[src/rtl/vga_timing.sv]
// vga_timing: 1024x768@70 raster timing generator; VGA_TIMING_FRAME_CNT_EN adds the frame_cnt output
`timescale 1ns/1ps
module vga_timing #(
  parameter int HOR_TOTAL       = 1328,
  parameter int HOR_BLANK_START = 1024,
  parameter int HOR_SYNC_START  = 1048,
  parameter int HOR_SYNC_TIME   = 136,
  parameter int VER_TOTAL       = 806,
  parameter int VER_BLANK_START = 768,
  parameter int VER_SYNC_START  = 771,
  parameter int VER_SYNC_TIME   = 6,
  parameter int CNT_W           = 11
) (
  input  logic             clk,
  input  logic             rst_n,
  input  logic             en,
  output logic [CNT_W-1:0] hcount,
  output logic [CNT_W-1:0] vcount,
  output logic             hsync,
  output logic             vsync,
  output logic             hblnk,
  output logic             vblnk,
  output logic             line_start,
  output logic             frame_start
`ifdef VGA_TIMING_FRAME_CNT_EN
  ,
  output logic [15:0]      frame_cnt
`endif
);
  localparam logic [CNT_W-1:0] H_LAST = CNT_W'(HOR_TOTAL - 1);
  localparam logic [CNT_W-1:0] V_LAST = CNT_W'(VER_TOTAL - 1);
  localparam logic [CNT_W-1:0] H_BLK  = CNT_W'(HOR_BLANK_START);
  localparam logic [CNT_W-1:0] H_SYN0 = CNT_W'(HOR_SYNC_START);
  localparam logic [CNT_W-1:0] H_SYN1 = CNT_W'(HOR_SYNC_START + HOR_SYNC_TIME);
  localparam logic [CNT_W-1:0] V_BLK  = CNT_W'(VER_BLANK_START);
  localparam logic [CNT_W-1:0] V_SYN0 = CNT_W'(VER_SYNC_START);
  localparam logic [CNT_W-1:0] V_SYN1 = CNT_W'(VER_SYNC_START + VER_SYNC_TIME);
  logic [CNT_W-1:0] hcount_q, hcount_d, vcount_q, vcount_d;
  logic hsync_q, hsync_d, vsync_q, vsync_d, hblnk_q, hblnk_d, vblnk_q, vblnk_d;
  logic line_start_q, line_start_d, frame_start_q, frame_start_d;
  logic h_wrap, v_wrap;
  always_comb begin
    h_wrap        = en && (hcount_q == H_LAST);
    v_wrap        = h_wrap && (vcount_q == V_LAST);
    hcount_d      = en ? (h_wrap ? '0 : hcount_q + 1'b1) : hcount_q;
    vcount_d      = h_wrap ? (v_wrap ? '0 : vcount_q + 1'b1) : vcount_q;
    hblnk_d       = hcount_d >= H_BLK;
    hsync_d       = (hcount_d >= H_SYN0) && (hcount_d < H_SYN1);
    vblnk_d       = vcount_d >= V_BLK;
    vsync_d       = (vcount_d >= V_SYN0) && (vcount_d < V_SYN1);
    line_start_d  = h_wrap;
    frame_start_d = v_wrap;
  end
  always_ff @(posedge clk or negedge rst_n) begin
    if (!rst_n) begin
      hcount_q      <= '0;
      vcount_q      <= '0;
      hsync_q       <= 1'b0;
      vsync_q       <= 1'b0;
      hblnk_q       <= 1'b0;
      vblnk_q       <= 1'b0;
      line_start_q  <= 1'b0;
      frame_start_q <= 1'b0;
    end else begin
      hcount_q      <= hcount_d;
      vcount_q      <= vcount_d;
      hsync_q       <= hsync_d;
      vsync_q       <= vsync_d;
      hblnk_q       <= hblnk_d;
      vblnk_q       <= vblnk_d;
      line_start_q  <= line_start_d;
      frame_start_q <= frame_start_d;
    end
  end
  assign hcount      = hcount_q;
  assign vcount      = vcount_q;
  assign hsync       = hsync_q;
  assign vsync       = vsync_q;
  assign hblnk       = hblnk_q;
  assign vblnk       = vblnk_q;
  assign line_start  = line_start_q;
  assign frame_start = frame_start_q;
`ifdef VGA_TIMING_FRAME_CNT_EN
  logic [15:0] frame_cnt_q, frame_cnt_d;
  always_comb frame_cnt_d = frame_cnt_q + {15'd0, frame_start_d};
  always_ff @(posedge clk or negedge rst_n) begin
    if (!rst_n) frame_cnt_q <= '0;
    else frame_cnt_q <= frame_cnt_d;
  end
  assign frame_cnt = frame_cnt_q;
`endif
endmodule

[config.mk]
export PLATFORM = sky130hd
export DESIGN_NAME = vga_timing
export DESIGN_NICKNAME = d
export VERILOG_FILES = /design/src/rtl/vga_timing.sv
export SDC_FILE = /design/constraint.sdc
export NUM_CORES = 1
export LEC_CHECK = 0
export CORE_ASPECT_RATIO = 1.25
export CORE_MARGIN = 4
export CORE_UTILIZATION = 48
export DETAILED_ROUTE_END_ITERATION = 16
export DONT_BUFFER_PORTS = 1
export PLACE_DENSITY = 0.68
export SETUP_SLACK_MARGIN = 0.02
export SYNTH_ARGS = -nofsm -noshare
export SYNTH_HDL_FRONTEND = slang
export SYNTH_SLANG_ARGS = --single-unit
[constraint.sdc]
create_clock -name clk -period 5.4 [get_ports clk]
set_clock_uncertainty 0.1 [all_clocks]
set_input_delay 1.08 -clock clk [delete_from_list [all_inputs] [get_ports clk]]
set_output_delay 1.08 -clock clk [all_outputs]
set_load 0.1 [all_outputs]
==> results of run 1 <==
[through the flow]
step	util (%)	area, um^2	hold WS, ps
floorplan	-	1470	684
global placement	50.1	1480	685
detailed placement	50.1	1480	685
CTS	51.0	1500	324
global route	51.0	1500	296
finish	51.0	1500	338
[synthesized netlist by cell type (all sizes together)]
| library cell | n |
|---|---|
| o21ai | 9 |
| clkinv | 1 |
| a2bb2oi | 1 |
| nor3 | 6 |
| nor4bb | 1 |
| a32o | 1 |
| a31oi | 1 |
| a21oi | 2 |
| nand4 | 7 |
| a211oi | 1 |
| and3 | 2 |
| and2 | 2 |
| and4 | 1 |
| xor2 | 5 |
| xnor2 | 8 |
| clkbuf | 1 |
| o21bai | 1 |
| a21o | 1 |
| ha | 3 |
| nand2b | 4 |
| nor2b | 3 |
| nor4b | 2 |
| or4 | 1 |
| buf | 4 |
| dfrtp | 27 |
| inv | 6 |
| a22o | 1 |
| nor2 | 9 |
| nor4 | 1 |
| mux2i | 4 |
| o21a | 1 |
| o31ai | 2 |
| nand2 | 15 |
| and4b | 1 |
| nand3b | 1 |
| nand3 | 8 |
| o22ai | 1 |
[cell families (layout without fill, tap and decap cells)]
group	after synthesis	after routing	synth area share, %
adders and majority gates	3	3	2.56
AOI/OAI and AO/OA	22	22	9.89
DFF	27	27	46.0
xor gates and xnor gates	13	13	7.76
buffers and inverters	12	11	4.52
and+or+nand+nor	64	64	26.5
muxes	4	4	2.73
[final cells by class]
cell class	instances	area, um^2
multi-input combinational	106	726
tap	36	45.0
clock inverter	1	5.00
fill	264	1440
clock buffer	3	22.5
inverter	7	27.5
sequential	27	677
[state kept, by name, indices dropped and copies added (netlist names)]
register	flops
vcount	11
hcount	10
frame_start	1
hblnk	1
hsync	1
line_start	1
vblnk	1
vsync	1
[worst max-delay path: cells and delay by family, from the launching register on]
kind	cells	cell delay [ps]
xor gates and xnor gates	1	210
DFF	1	1030
buffers and inverters	1	310
adders and majority gates	1	300
and+or+nand+nor	4	1190
AOI/OAI and AO/OA	1	150
[power breakdown]
part           internal, mW  switching [mW]
combinational        0.0244          0.0259
sequential            0.216           0.159
clock                0.0277          0.0559
[metal layers]
| layer | GRT usage (%) | routed length, um | up-vias |
|---|---|---|---|
| met5 | 0 | 0 | - |
| met4 | 3.87 | 18 | 0 |
| met3 | 4.10 | 177 | 2 |
| met2 | 24.9 | 1430 | 28 |
| met1 | 19.3 | 1180 | 501 |
| li1 | - | - | 505 |
[path summary, 6_finish.rpt]
path,endpoint,cells after the start,start,slack (ps)
hold reg to reg,hcount[1]$_DFF_PN0_,2,hcount[1]$_DFF_PN0_,980
max in group asynchronous,hblnk$_DFF_PN0_,0,rst_n,4780
hold / removal,hcount[6]$_DFF_PN0_,0,rst_n,340
setup / recovery,vsync$_DFF_PN0_,8,hcount[0]$_DFF_PN0_,2040
min in group clk,hcount[0]$_DFF_PN0_,1,en,750
setup reg to reg,vsync$_DFF_PN0_,8,hcount[0]$_DFF_PN0_,2040
==> results_dict.tcl, run 1 <==
set metrics [dict create \
    status "completed" \
    finalCritPeriodShare_pct 62.3 \
    syn_area_um2 1470 \
    grt_start_max_net_pins 28 \
    maxSlewHeadroom_pct 26.0 \
    rsz0062_at_grt "false" \
    clk_latency_ps 310 \
    grt_usage_pct 15.1 \
    first_iter_violations 50 \
    cts_resized 0 \
    antenna_found_initial 0 \
    yosysTopAreaCellShare_pct 46.0 \
    die_y_um 69.8 \
    endpoint_kind "flop" \
    slowest_delay_ps 1030 \
    pre_cts_ws_ps 2040 \
    overflow 0 \
    hold_viol_final 0 \
    syn_to_final_growth_pct 2.39 \
    yosysTopAreaCell "dfrtp_1" \
    post-cts-setup-buffers 0 \
    ys_seq_elements 27 \
    gp_congestion 0.864 \
    worstPathCellList "ha_1, and4_4, nand4_4, clkinv_2, nand4_1, xnor2_1, or4_1, a211oi_2" \
    path_max_fanout 17 \
    mostFrequentLayoutCell "dfrtp_1" \
    row_count 22 \
    hp-class "in -> async" \
    syn-num-nets 151 \
    worstMarginPinSlew_ps 1110 \
    port_buffers 0 \
    vias_per_cell 5.76 \
    diodes 0 \
    cts.sinks 27 \
    period_minus_slack_ps 3360 \
    htree_levels 1 \
    dieWidth_um 57.5 \
    synthCells 145 \
    p_leak_nw 0.668 \
    cts-root-buf "clkbuf_4" \
    drive_above_1_share_pct 9.03 \
    drv_cap 0 \
    place_inst 176 \
    drt.antenna.violating_nets 0 \
    cts_made_buffers 3 \
    synthDistinctLibCells 43 \
    path_class "reg -> reg" \
    layout_common_cells "26 x dfrtp_1, 15 x nand2_1, 9 x nor2_1" \
    drcViolationCount 0 \
    fmax_ghz 0.297 \
    required_ps 5540 \
    timing.final.ws_setup_ps 2040 \
    peakVddDrop_v 0.000251 \
    arrival_ps 3500 \
    cts.clk_slew.worst_paths_ps 140 \
    hold_buffers 0 \
    start_util_pct 49.8 \
    die-area_um2 4010 \
    core_area_um2 2950 \
    avgRoutedWirePerCell_um 15.6 \
    yosysWarnings 0 \
    cts_tree "yes" \
    first_pass_iters 4 \
    ios 31 \
    nets 151 \
    power_density_nw_per_um2 339 \
    grt_pass1_wl_mm 4.85 \
    critPathLaunchType "flop" \
    vias 1036 \
    instances_no_fill 180 \
    avgSynthCellArea_um2 10.1 \
    grt_pass1_vias 1021 \
    setup_viol 0 \
    cp_slowest_cell "dfrtp_1" \
    wirelength_mm 2.80 \
    finalSetupTns_ps 0 \
    clockBufferDepth 2 \
    ys_seq_area_share_pct 46.0 \
    power_mw 0.509 \
    final-max-slew-violation-count 0 \
    synthTopCellsByArea "dfrtp_1 46%, xnor2_1 4.8%, nand2_1 3.8%" \
    hpwl_mm 2.14 \
]
Power figures use the tool's default switching activity.
==> inputs of run 2 (changes only) <==
Clock period 5.4 ns to 3.2 ns, I/O delays scaled along.
==> results_dict.tcl, run 2 (synthesized netlist as in run 1, its figures left out) <==
set metrics [dict create \
    grt-busiest-layer "met2" \
    status "completed" \
    die_y_um 69.8 \
    grt_usage_pct 16.9 \
    hold_viol_final 0 \
    syn_to_final_growth_pct 15.7 \
    timing.hold.ws_ps 303 \
    final-max-slew-violation-count 0 \
    cts_made_buffers 3 \
    cts_resized 0 \
    cts.sinks 27 \
    hp-class "in -> reg" \
    drive_above_1_share_pct 21.4 \
    port_buffers 0 \
    required_ps 3340 \
    diodes 0 \
    antenna_found_initial 0 \
    clk_latency_ps 310 \
    final_core_util_pct 57.6 \
    period_minus_slack_ps 2520 \
    vias_per_cell 5.65 \
    drv_cap 0 \
    power_mw 0.925 \
    rsz0062_at_grt "false" \
    grt_start_max_net_pins 28 \
    setup_viol 0 \
    layout_common_cells "26 x dfrtp_1, 22 x buf_4, 15 x nand2_1, 9 x nor2_1" \
    grt_util_met3_pct 1.68 \
    avgRoutedWirePerCell_um 15.6 \
    grtUsageMet2_pct 28.4 \
    final_cell_area_um2 1700 \
    worstMarginPinSlew_ps 901 \
    instances_no_fill 204 \
    core_area_um2 2950 \
    pre_cts_ws_ps 625 \
    first_iter_violations 82 \
    dpl-instance-area_um2 1640 \
    path_max_fanout 17 \
    cts-root-buf "clkbuf_4" \
    finalCritPeriodShare_pct 78.8 \
    peakVddDrop_v 0.000596 \
    cts.clk_slew.worst_paths_ps 150 \
    gp_congestion 0.943 \
    post-cts-setup-buffers 0 \
    power_density_nw_per_um2 545 \
    vias 1153 \
    first_pass_iters 4 \
    wirelength_mm 3.18 \
    ios 31 \
    grt_pass1_vias 1151 \
    drt.antenna.violating_nets 0 \
    drcViolationCount 0 \
    maxSlewHeadroom_pct 40.0 \
    nets 175 \
    grt_util_met1_pct 22.7 \
    endpoint_kind "flop" \
    grt_pass1_wl_mm 5.46 \
    overflow 0 \
    critPathLaunchType "flop" \
    timing.final.ws_setup_ps 678 \
    clockBufferDepth 2 \
    die-area_um2 4010 \
    htree_levels 1 \
    dieWidth_um 57.5 \
    arrival_ps 2660 \
    finalSetupTns_ps 0 \
    largest_reg_flops 11 \
    place_inst 198 \
    fmax_ghz 0.396 \
    row_count 22 \
    mostFrequentLayoutCell "dfrtp_1" \
    p_leak_nw 0.796 \
    hold_buffers 1 \
    path_class "reg -> reg" \
    start_util_pct 49.8 \
    cts_tree "yes" \
    hpwl_mm 2.46 \
]
-- run 2: cell count changes in the layout (fill, tap and decap cells not counted), sizes merged --
cell | before | now
buf | 0 | 23
dlygate4sd3 | 0 | 1
-- run 2: path summary, 6_finish.rpt --
| path | start | to | slack [ps] | depth (start not counted) |
|---|---|---|---|---|
| worst min register to register | vcount[4]$_DFF_PN0_ | vcount[4]$_DFF_PN0_ | 460 | 1 |
| worst min-delay path | en | hcount[0]$_DFF_PN0_ | 300 | 1 |
| max in group asynchronous | rst_n | hblnk$_DFF_PN0_ | 2200 | 2 |
| worst max register to register | hcount[6]$_DFF_PN0_ | vsync$_DFF_PN0_ | 680 | 7 |
| worst max-delay path | hcount[6]$_DFF_PN0_ | vsync$_DFF_PN0_ | 680 | 7 |
| min in group asynchronous | rst_n | vsync$_DFF_PN0_ | 650 | 2 |
-- run 2: critical path, cell delays in order (launching register included) --
cell and delay [ps]:
dfrtp_1 420, nor4b_2 410, nand4_4 290, clkinv_2 270, nand4_1 140, xnor2_1 170
or4_1 500, a211oi_2 160
-- run 2: layout make-up --
cell class | count | area (um^2)
multi-input cells | 106 | 726
clock inverters | 1 | 5.00
repair buffers | 24 | 195
fillers | 260 | 1250
well taps | 36 | 45.0
clock buffers | 3 | 22.5
inverters | 7 | 27.5
flip-flops and latches | 27 | 677
-- run 2: power breakdown --
part | leakage, nW | switching, mW | internal, mW
Clock | 0.0177 | 0.0960 | 0.0466
Sequential | 0.355 | 0.0161 | 0.371
Combinational | 0.424 | 0.315 | 0.0812
Total | 0.796 | 0.427 | 0.499
-- run 2: routing by layer --
metal | up-vias | part of all wire, %
met3 | 4 | 4.9
li1 | 555 | -
met1 | 559 | 42
met2 | 35 | 51
met4 | 0 | 1.4
met5 | - | 0
==> inputs of run 3 (changes only) <==
Settings changed: PLACE_DENSITY 0.68 to 0.7.
Clock period 3.2 ns to 2.3 ns, I/O delays scaled along.
==> results_dict.tcl, run 3 (synthesized netlist as in run 1, its figures left out) <==
set metrics [dict create \
    hpwl_mm 2.81 \
    required_ps 2450 \
    clockBufferDepth 2 \
    drt.antenna.violating_nets 0 \
    arrival_ps 2500 \
    timing.final.ws_setup_ps -45.0 \
    clk_latency_ps 330 \
    drcViolationCount 0 \
    hold_viol_final 0 \
    grtUsageMet2_pct 33.7 \
    core_area_um2 2950 \
    pre_cts_ws_ps 54.8 \
    drv_cap 0 \
    mostFrequentLayoutCell "buf_4" \
    cts_tree "yes" \
    rsz0062_at_grt "true" \
    cts.sinks 27 \
    avgRoutedWirePerCell_um 17.5 \
    hp-class "in -> reg" \
    vias_per_cell 5.68 \
    peakVddDrop_v 0.000712 \
    first_pass_iters 4 \
    grt_pass1_wl_mm 6.15 \
    nets 194 \
    wirelength_mm 3.90 \
    drive_above_1_share_pct 43.3 \
    first_iter_violations 89 \
    path_max_fanout 6 \
    layout_common_cells "39 x buf_4, 16 x dfrtp_2, 15 x nand2_1, 9 x dfrtp_1" \
    grt_pass1_vias 1356 \
    port_buffers 0 \
    ios 31 \
    violations "negative setup slack" \
    start_util_pct 49.8 \
    status "finished with violations" \
    power_density_nw_per_um2 678 \
    syn_to_final_growth_pct 33.1 \
    fmax_ghz 0.426 \
    setup_viol 1 \
    largest_reg_flops 11 \
    cts_made_buffers 3 \
    period_minus_slack_ps 2340 \
    cts.clk_slew.worst_paths_ps 150 \
    htree_levels 1 \
    antenna_found_initial 0 \
    path_class "reg -> reg" \
    grt_start_max_net_pins 28 \
    grt-busiest-layer "met2" \
    final-max-slew-violation-count 0 \
    maxSlewHeadroom_pct 62.5 \
    die_y_um 69.8 \
    critPathLaunchType "flop" \
    power_mw 1.32 \
    dieWidth_um 57.5 \
    finalCritPeriodShare_pct 102 \
    endpoint_kind "flop" \
    overflow 0 \
    grt_util_met1_pct 22.5 \
    cts-root-buf "clkbuf_4" \
    worstMarginPinSlew_ps 562 \
    vias 1267 \
    diodes 0 \
    die-area_um2 4010 \
    p_leak_nw 0.915 \
    grt_usage_pct 19.6 \
    gp_congestion 0.910 \
    row_count 22 \
    grt_util_met3_pct 3.17 \
]
-- run 3: changes by cell type in the layout (fill, tap and decap cells not counted), sizes merged --
cell | before | now
clkinv | 2 | 1
buf | 23 | 42
inv | 6 | 7
-- run 3: repair_timing --
| item | 4_1_cts | 5_1_grt |
|---|---|---|
| setup endpoints to repair | 1 | 1 |
| resized for setup | 0 | 13 |
| hold endpoints to repair | 27 | 0 |
| setup buffers | 0 | 6 |
| pin swaps | 0 | 7 |
| hold buffers | 2 | 0 |
-- run 3: worst max-delay path, cell delays in order (launching register included) --
cell	delay, ps
dfrtp_2	440
ha_1	200
nand4_1	290
nor2_2	210
nand4_1	140
xnor2_1	180
or4_4	500
a211oi_2	210
-- run 3: per-layer routing --
metal,share of wire (%),vias to the layer above
met3,5.2,11
met5,0,-
li1,-,599
met4,3.1,0
met1,39,607
met2,53,50
-- run 3: worst paths after layout --
check,cells after the start,slack (ps),to,start
worst max-delay path,7,-40,vsync$_DFF_PN0_,vcount[0]$_DFF_PN0_
worst min-delay path,1,100,hcount[0]$_DFF_PN0_,en
worst max register to register,7,-40,vsync$_DFF_PN0_,vcount[0]$_DFF_PN0_
max in group asynchronous,2,1490,hcount[9]$_DFF_PN0_,rst_n
min in group asynchronous,2,430,hcount[3]$_DFF_PN0_,rst_n
worst min register to register,1,460,vcount[0]$_DFF_PN0_,vcount[0]$_DFF_PN0_
-- run 3: report_power, final --
part / internal [mW] / switching (mW) / total (mW)
Combinational: 0.119 / 0.435 / 0.554
Sequential: 0.527 / 0.0323 / 0.559
Clock: 0.0654 / 0.145 / 0.210
-- run 3: cell type report --
class,instances,area (um^2)
clock inverter,1,5.00
inverter,7,28.8
timing repair buffer,43,354
sequential,27,703
tap,36,45.0
fill,217,992
multi-input combinational,106,795
clock buffer,3,22.5
-- run 3: stage by stage --
| stage | cell area, um^2 | instances | setup TNS, ps | utilization (%) | hold slack [ps] |
|---|---|---|---|---|---|
| 5_1_grt | 1950 | 223 | -110 | 66.3 | 87.3 |
| 4_1_cts | 1850 | 217 | 0 | 62.7 | 93.9 |
| 6_report | 1950 | 223 | -45.0 | 66.3 | 96.4 |
| 3_3_place_gp | 1790 | 211 | 0 | 60.7 | 65.1 |
| 2_1_floorplan | 1510 | 145 | -200 | - | 64.4 |
| 3_5_place_dp | 1790 | 211 | 0 | 60.7 | 65.1 |
